`src/rtl/b_skew_loader.sv`:
```
// rtl/b_skew_loader.sv - loads B rows into DIM transpose FIFOs, then streams them out with diagonally skewed shift enables
module b_skew_loader #(
  parameter int DIM   = 8,
  parameter int DEPTH = 8,
  parameter int BITS  = 8
) (
  input  logic                  clk,
  input  logic                  rst_n,
  input  logic                  clear,
  input  logic                  in_valid,
  output logic                  in_ready,
  input  logic [DEPTH*BITS-1:0] in_row,
  input  logic                  go,
  output logic [DEPTH*BITS-1:0] fifo_row,
  output logic [DIM-1:0]        fifo_wr,
  output logic [DIM-1:0]        fifo_en,
  output logic                  armed,
  output logic                  busy,
  output logic                  done
);

  localparam int RCW = (DIM > 1) ? $clog2(DIM) : 1;
  localparam int TW  = (DIM + DEPTH - 1 > 1) ? $clog2(DIM + DEPTH - 1) : 1;
  localparam logic [RCW-1:0] ROW_LAST = RCW'(DIM - 1);
  localparam logic [TW-1:0]  T_LAST   = TW'(DIM + DEPTH - 2);

  typedef enum logic [1:0] {S_LOAD, S_ARMED, S_STREAM, S_DONE} state_t;

  state_t         state, state_nxt;
  logic [RCW-1:0] row_cnt, row_cnt_nxt;
  logic [TW-1:0]  t, t_nxt;
  logic [DIM-1:0] wr_nxt;
  logic           hs;

  // fifo_row is only a data bus: it survives clear so FIFOs never see a spurious change
  always_ff @(posedge clk or negedge rst_n) begin
    if (!rst_n) begin
      state    <= S_LOAD;
      row_cnt  <= '0;
      t        <= '0;
      fifo_wr  <= '0;
      fifo_row <= '0;
    end else begin
      state   <= state_nxt;
      row_cnt <= row_cnt_nxt;
      t       <= t_nxt;
      fifo_wr <= wr_nxt;
      if (hs && !clear) fifo_row <= in_row;
    end
  end

  always_comb begin
    state_nxt   = state;
    row_cnt_nxt = row_cnt;
    t_nxt       = t;
    wr_nxt      = '0;
    fifo_en     = '0;
    in_ready    = (state == S_LOAD);
    armed       = (state == S_ARMED);
    busy        = (state == S_STREAM);
    done        = (state == S_DONE);
    hs          = in_valid && in_ready;

    case (state)
      S_LOAD: begin
        if (hs) begin
          wr_nxt = DIM'(1) << row_cnt;
          if (row_cnt == ROW_LAST) begin
            state_nxt   = S_ARMED;
            row_cnt_nxt = '0;
          end else begin
            row_cnt_nxt = row_cnt + RCW'(1);
          end
        end
      end
      S_ARMED: begin
        if (go) begin
          state_nxt = S_STREAM;
          t_nxt     = '0;
        end
      end
      S_STREAM: begin
        // FIFO k shifts during the DEPTH-cycle window starting at t == k
        for (int k = 0; k < DIM; k++)
          fifo_en[k] = (t >= TW'(k)) && (t <= TW'(k + DEPTH - 1));
        if (t == T_LAST) begin
          state_nxt = S_DONE;
          t_nxt     = '0;
        end else begin
          t_nxt = t + TW'(1);
        end
      end
      S_DONE:  state_nxt = S_LOAD;
      default: state_nxt = S_LOAD;
    endcase

    if (clear) begin
      state_nxt   = S_LOAD;
      row_cnt_nxt = '0;
      t_nxt       = '0;
      wr_nxt      = '0;
    end
  end

endmodule

```
`config.mk`:
```
export PLATFORM = sky130hd
export DESIGN_NAME = b_skew_loader
export DESIGN_NICKNAME = d
export VERILOG_FILES = /design/src/rtl/b_skew_loader.sv
export SDC_FILE = /design/constraint.sdc
export NUM_CORES = 1
export LEC_CHECK = 0
export CAP_MARGIN = 30
export CORE_MARGIN = 5
export CORE_UTILIZATION = 38
export DETAILED_ROUTE_END_ITERATION = 12
export PLACE_DENSITY = 0.75
export SYNTH_ARGS = -nofsm -noshare
export SYNTH_HDL_FRONTEND = slang
export SYNTH_SLANG_ARGS = --single-unit
```
`constraint.sdc`:
```
create_clock -name clk -period 1.7 [get_ports clk]
set_clock_uncertainty 0.15 [all_clocks]
set_input_delay 0.34 -clock clk [delete_from_list [all_inputs] [get_ports clk]]
set_output_delay 0.34 -clock clk [all_outputs]
set_load 0.005 [all_outputs]
```
After elaboration in Yosys (flattened, before gate mapping). Cells that the tools add are included.

$add $sub $neg: 2. $lt $le $gt $ge: 16. Eq/ne operators: 9. Shifts and indexed selects: 1. Muxes and demuxes: 18. Reduce and logical (&&, ||, !) cells: 18.

Operators by type and width (count): 8-bit 2-to-1 mux (4); 4-bit less-or-equal comparator, second input constant (7); 4-bit by 3-bit >= comparator with 1-bit output, second input constant (4); 3-bit 2-to-1 mux (4); 4-bit 2-to-1 mux (3); 1-bit logical AND (10); 2-bit 2-to-1 mux (5); 3-bit by 2-bit inequality test with 1-bit output, second input constant (3); 4-bit by 1-bit >= comparator with 1-bit output, second input constant (2); 4-bit by 2-bit >= comparator with 1-bit output, second input constant (2); 2-bit case mux with 4 select lines (1); 4-bit case mux with 2 select lines (1); 1-bit by 3-bit left shift with 8-bit output, first input constant (1); 4-bit by 1-bit adder with 4-bit output, second input constant (1); 2-bit equality test, second input constant (2); 4-bit equality test, second input constant (1); 4-bit by 3-bit less-or-equal comparator with 1-bit output, second input constant (1); 2-bit AND reduction (2); 4-bit AND reduction (1); 2-bit nonzero test (2); 3-bit by 1-bit adder with 3-bit output, second input constant (1); 3-bit equality test, second input constant (1); 3-bit inequality test, second input constant (1); 3-bit nonzero test (1); 3 further kinds (3).

Register bits: 81. Bits of input ports: 69. Output and inout port bits: 84. Logic and storage cells: 69.

Longest topological paths before layout.
Depth after elaboration: 5. Gate-level depth with buffers: 6. Mapped depth without buffers: 5.

Worst setup path before layout. Ideal clock, no wire load.

Path kind: reg2reg. Start point: register state[0]. End point: register t[3]. Library setup time: 0.122 ns. Arrival: 1.538 ns. Required time: 1.428 ns. Setup slack: -0.109 ns. Stages on the path, launching flop included: 7. Path buffers: 1. Clock period less this slack: 1.809 ns. Cell sequence: dfrtp_1 inv_1 ha_1 buf_6 mux2_2 or2_4 a32o_1.

Longest elaborated chain between the ends: 3. Elaborated cells between the ends (all ways): 7. Classes of those cells: eq/ne: 3; mux: 2; reduce/logical: 2.

RTL lines: from (decl) (RTL line 29) `state_t state, state_nxt;`; from (signal assigned) (RTL line 44) `state <= state_nxt;`; 2-bit equality test (*); named net busy (RTL line 18) `output logic busy,`; 4-bit case mux with 2 select lines or 3-bit nonzero test (tied branches); 4-bit 2-to-1 mux or 2-bit AND reduction (tied branches); to (signal assigned) (RTL line 46) `t <= t_nxt;`; to (decl) (RTL line 31) `logic [TW-1:0] t, t_nxt;`.

Mark *: on every way through the listed nets, which the timed path passes. The rest lies on a longest branch. A chain may end at the register's enable or synchronous reset.

Worst setup path in the final report.
Start point: register t[2]. End point: output fifo_en[5].

Longest elaborated chain between the ends: 3. Elaborated cells between the ends (all ways): 4. Classes of those cells: order compare: 2; mux: 1; reduce/logical: 1.

RTL lines: 4-bit by 3-bit >= comparator with 1-bit output or 4-bit less-or-equal comparator (tied branches) (RTL line 85) `fifo_en[k] = (t >= TW'(k)) && (t <= TW'(k + DEPTH - 1));`; 1-bit logical AND (*) (RTL line 85); 8-bit 2-to-1 mux (*) (RTL line 64) `case (state)`; to (decl) (RTL line 16) `output logic [DIM-1:0] fifo_en,`.

Every way passes the cells marked *; elsewhere a longest branch is shown, timed or not.

==> flow_metrics.env <==
export IMPL_outcome="complete, but fails checks"
export IMPL_violations="setup timing"
export IMPL_ys_async_sr_fraction=1.00
export IMPL_ant_nets=0
export IMPL_hold_viol_final=0
export IMPL_drv_cap=0
export IMPL_worstPathArrival_ps=1660
export IMPL_drt_pass1_iter_count=4
export IMPL_drt_iter0_drc=88
export IMPL_cts_buffers=9
export IMPL_grt_pass1_wl_um=19500
export IMPL_overflow=0
export IMPL_core_mm2=0.00924
export IMPL_cpPeakStageDelay_ps=440
export IMPL_rr_worst_depth=7
export IMPL_final_min_clock_period_ps=2150
export IMPL_synth_nets=352
export IMPL_synth_top_area_share=0.562
export IMPL_slowest_stage="dfrtp_2"
export IMPL_yosys_warnings=0
export IMPL_vdd_drop_max_mv=0.431
export IMPL_die_w_um=107
export IMPL_ys_ff_latch=81
export IMPL_synthTopCellsByArea="dfrtp_1 56%, mux2_1 19%, ha_1 6.9%"
export IMPL_synth_cells=263
export IMPL_startpoint_type="flip-flop"
export IMPL_multi_input_area_mm2=0.00203
export IMPL_pre_cts_ws_ps=-507
export IMPL_track_usage=0.222
export IMPL_setup_violations=81
export IMPL_antenna_found_initial=0
export IMPL_rsz0062_at_grt="yes"
export IMPL_wl_per_cell_um=20.8
export IMPL_ys_seq_area_frac=0.562
export IMPL_vias=3138
export IMPL_slew_viol_final=0
export IMPL_die_area_mm2=0.0115
export IMPL_critPathCaptureType="output pin"
export IMPL_critical_path_class="reg2out"
export IMPL_drc=0
export IMPL_route_detailed_vias_per_inst=4.97
export IMPL_ios=153
export IMPL_worst_slack_ps=-452
export IMPL_required_ps=1210
export IMPL_clockBufferDepth=2
export IMPL_synthesis_area_mm2=0.00361
export IMPL_dp_hpwl_um=8050
export IMPL_r2r_start="state[1]"
export IMPL_cts_sinks=81
export IMPL_area_growth_pct=88.4
export IMPL_gp_congestion=0.934
export IMPL_antennaDiodeCount=0
export IMPL_yosys_area_top_type="dfrtp_1"
export IMPL_synth_area_per_cell_um2=13.7
export IMPL_cts_tree="yes"
export IMPL_grt_max_degree=36
export IMPL_root_buffer="clkbuf_8"
export IMPL_first_global_vias=3463
export IMPL_drive_above_1_share=0.461
export IMPL_die_height_um=107
export IMPL_critPathMaxFanout=3
export IMPL_floorplan_initialDensity=0.390
export IMPL_fmax_ghz=0.465
export IMPL_rows=35
export IMPL_power_density_mw_per_mm2=876
export IMPL_cpMostUsedCell="buf_6"
export IMPL_portBuffers=152
export IMPL_worst_path_buf_inv=3
export IMPL_p_total_mw=5.95
export IMPL_synth_edf_count=0
export IMPL_cts_clk_slew_worst_paths_ps=80
export IMPL_crit_family="flip-flops"
export IMPL_routed_wl_um=13100
export IMPL_maxSlewHeadroom=0.684
export IMPL_fin_nets=588
export IMPL_leakagePower_nw=3.30
export IMPL_fin_crit_sh=1.27
export IMPL_worstSkewPairLatency_ps=340
export IMPL_reg2reg_slack_ps=-250
export IMPL_ys_flop_type="dfrtp_1"
export IMPL_synth_distinct_cells=40
export IMPL_fill_cells=583
export IMPL_h_tree_depth=3
export IMPL_seq_area_mm2=0.00203
export IMPL_tightest_slew_ps=472
export IMPL_cp_cell_sequence="buf_6, buf_6, ha_4, a221oi_4, nor2_1, buf_2"
export IMPL_reg2reg_to="t[3]"
export IMPL_worstHoldPathType="in2async"
-- layout make-up --
type / instances / area share
tap: 129 / 0.0238
inverter: 14 / 0.0101
multi-input combinational: 158 / 0.299
timing repair buffer: 235 / 0.338
clock inverter: 4 / 0.00755
clock buffer: 11 / 0.0223
sequential: 81 / 0.299
-- placed cells by master, fill, tap and decap left out, types with 2 or more instances in the layout --
| cell | instances |
|---|---|
| mux2_4 | 63 |
| o22ai_1 | 2 |
| a211oi_2 | 2 |
| mux2i_1 | 2 |
| inv_4 | 3 |
| buf_4 | 45 |
| mux2_2 | 3 |
| nand4_1 | 2 |
| dlygate4sd2_1 | 66 |
| or3_1 | 2 |
| nor3_2 | 2 |
| clkdlybuf4s50_1 | 70 |
| clkbuf_8 | 11 |
| a21oi_2 | 2 |
| ha_4 | 13 |
| nor2b_4 | 3 |
| nand2_1 | 7 |
| buf_2 | 6 |
| a21oi_1 | 3 |
| inv_2 | 3 |
| dlymetal6s2s_1 | 3 |
| ha_1 | 6 |
| dfrtp_1 | 77 |
| inv_1 | 6 |
| o21ai_0 | 2 |
| clkinvlp_4 | 2 |
| nand3_4 | 4 |
| a221oi_2 | 2 |
| buf_12 | 12 |
| dfrtp_2 | 4 |
| nor2_1 | 9 |
| nor3_1 | 2 |
| o211ai_1 | 2 |
| inv_6 | 2 |
| buf_6 | 31 |
-- per-layer routing --
metal  global-route usage  vias up  part of all wire
li1                     -     1411                 -
met1                0.235     1579              0.38
met2                0.399      126              0.51
met3               0.0858       22             0.090
met4               0.0784        0             0.022
met5                    0        -                 0
-- kinds of logic after synthesis --
logic type / Yosys count / synth area share
flip-flops: 81 / 0.562
multiplexers: 68 / 0.212
AND/OR/NAND/NOR: 44 / 0.0687
AO/OA/AOI/OAI: 25 / 0.0534
buffers and inverters: 25 / 0.0347
adder cells (fa/ha/maj): 20 / 0.0694
-- worst max path at each step --
stage                        start         end  slack, ps  cells after the start
after global placement        t[2]  fifo_en[2]       -450                      6
after detailed placement      t[2]  fifo_en[2]       -510                      6
final                         t[2]  fifo_en[5]       -450                      6
after CTS                     t[3]  fifo_en[2]       -530                      6
after global routing          t[2]  fifo_en[5]       -510                      6
after floorplan           state[1]        t[3]        -50                      5
-- sequential cells by signal, summed over array words and instances, names as in the netlist --
name,cells
fifo_wr,8
fifo_row,64
t,4
row_cnt,3
state,2
-- synthesized netlist by cell type (3+ instances only) --
| cell type | n |
|---|---|
| dfrtp_1 | 81 |
| mux2_1 | 60 |
| ha_1 | 20 |
| inv_1 | 12 |
| nand2_1 | 9 |
| nor2_1 | 9 |
| buf_2 | 7 |
| mux2_2 | 6 |
| a21oi_1 | 5 |
| nor2b_1 | 4 |
| nor3_1 | 4 |
| nand3_1 | 3 |
| o22ai_1 | 3 |
-- power by group --
group | switching [mW] | total, mW | internal (mW)
combinational | 0.702 | 2.01 | 1.31
clock | 0.692 | 1.45 | 0.754
sequential | 0.201 | 2.50 | 2.30
total | 1.59 | 5.95 | 4.36
-- timing repair --
action | in CTS | in global routing
pin swaps | 17 | 13
endpoints found under the hold margin | 24 | 0
resized for setup | 260 | 50
hold buffers | 1 | 0
setup endpoints to repair | 152 | 95
buffers inserted | 37 | 18
cloned | 7 | 0
-- per-stage QoR --
| step | cell area (µm²) | TNS (ps) | util | hold slack, ps | cells |
|---|---|---|---|---|---|
| global route | 6790 | -19370 | 0.735 | 322 | 632 |
| CTS | 6660 | -18130 | 0.721 | 285 | 627 |
| floorplan | 3640 | -697 | - | -106 | 263 |
| finish | 6790 | -15020 | 0.735 | 302 | 632 |
| detailed placement | 5570 | -19250 | 0.603 | 129 | 570 |
| global placement | 5570 | -17350 | 0.603 | 131 | 570 |
(Power assumes the default switching activity.)
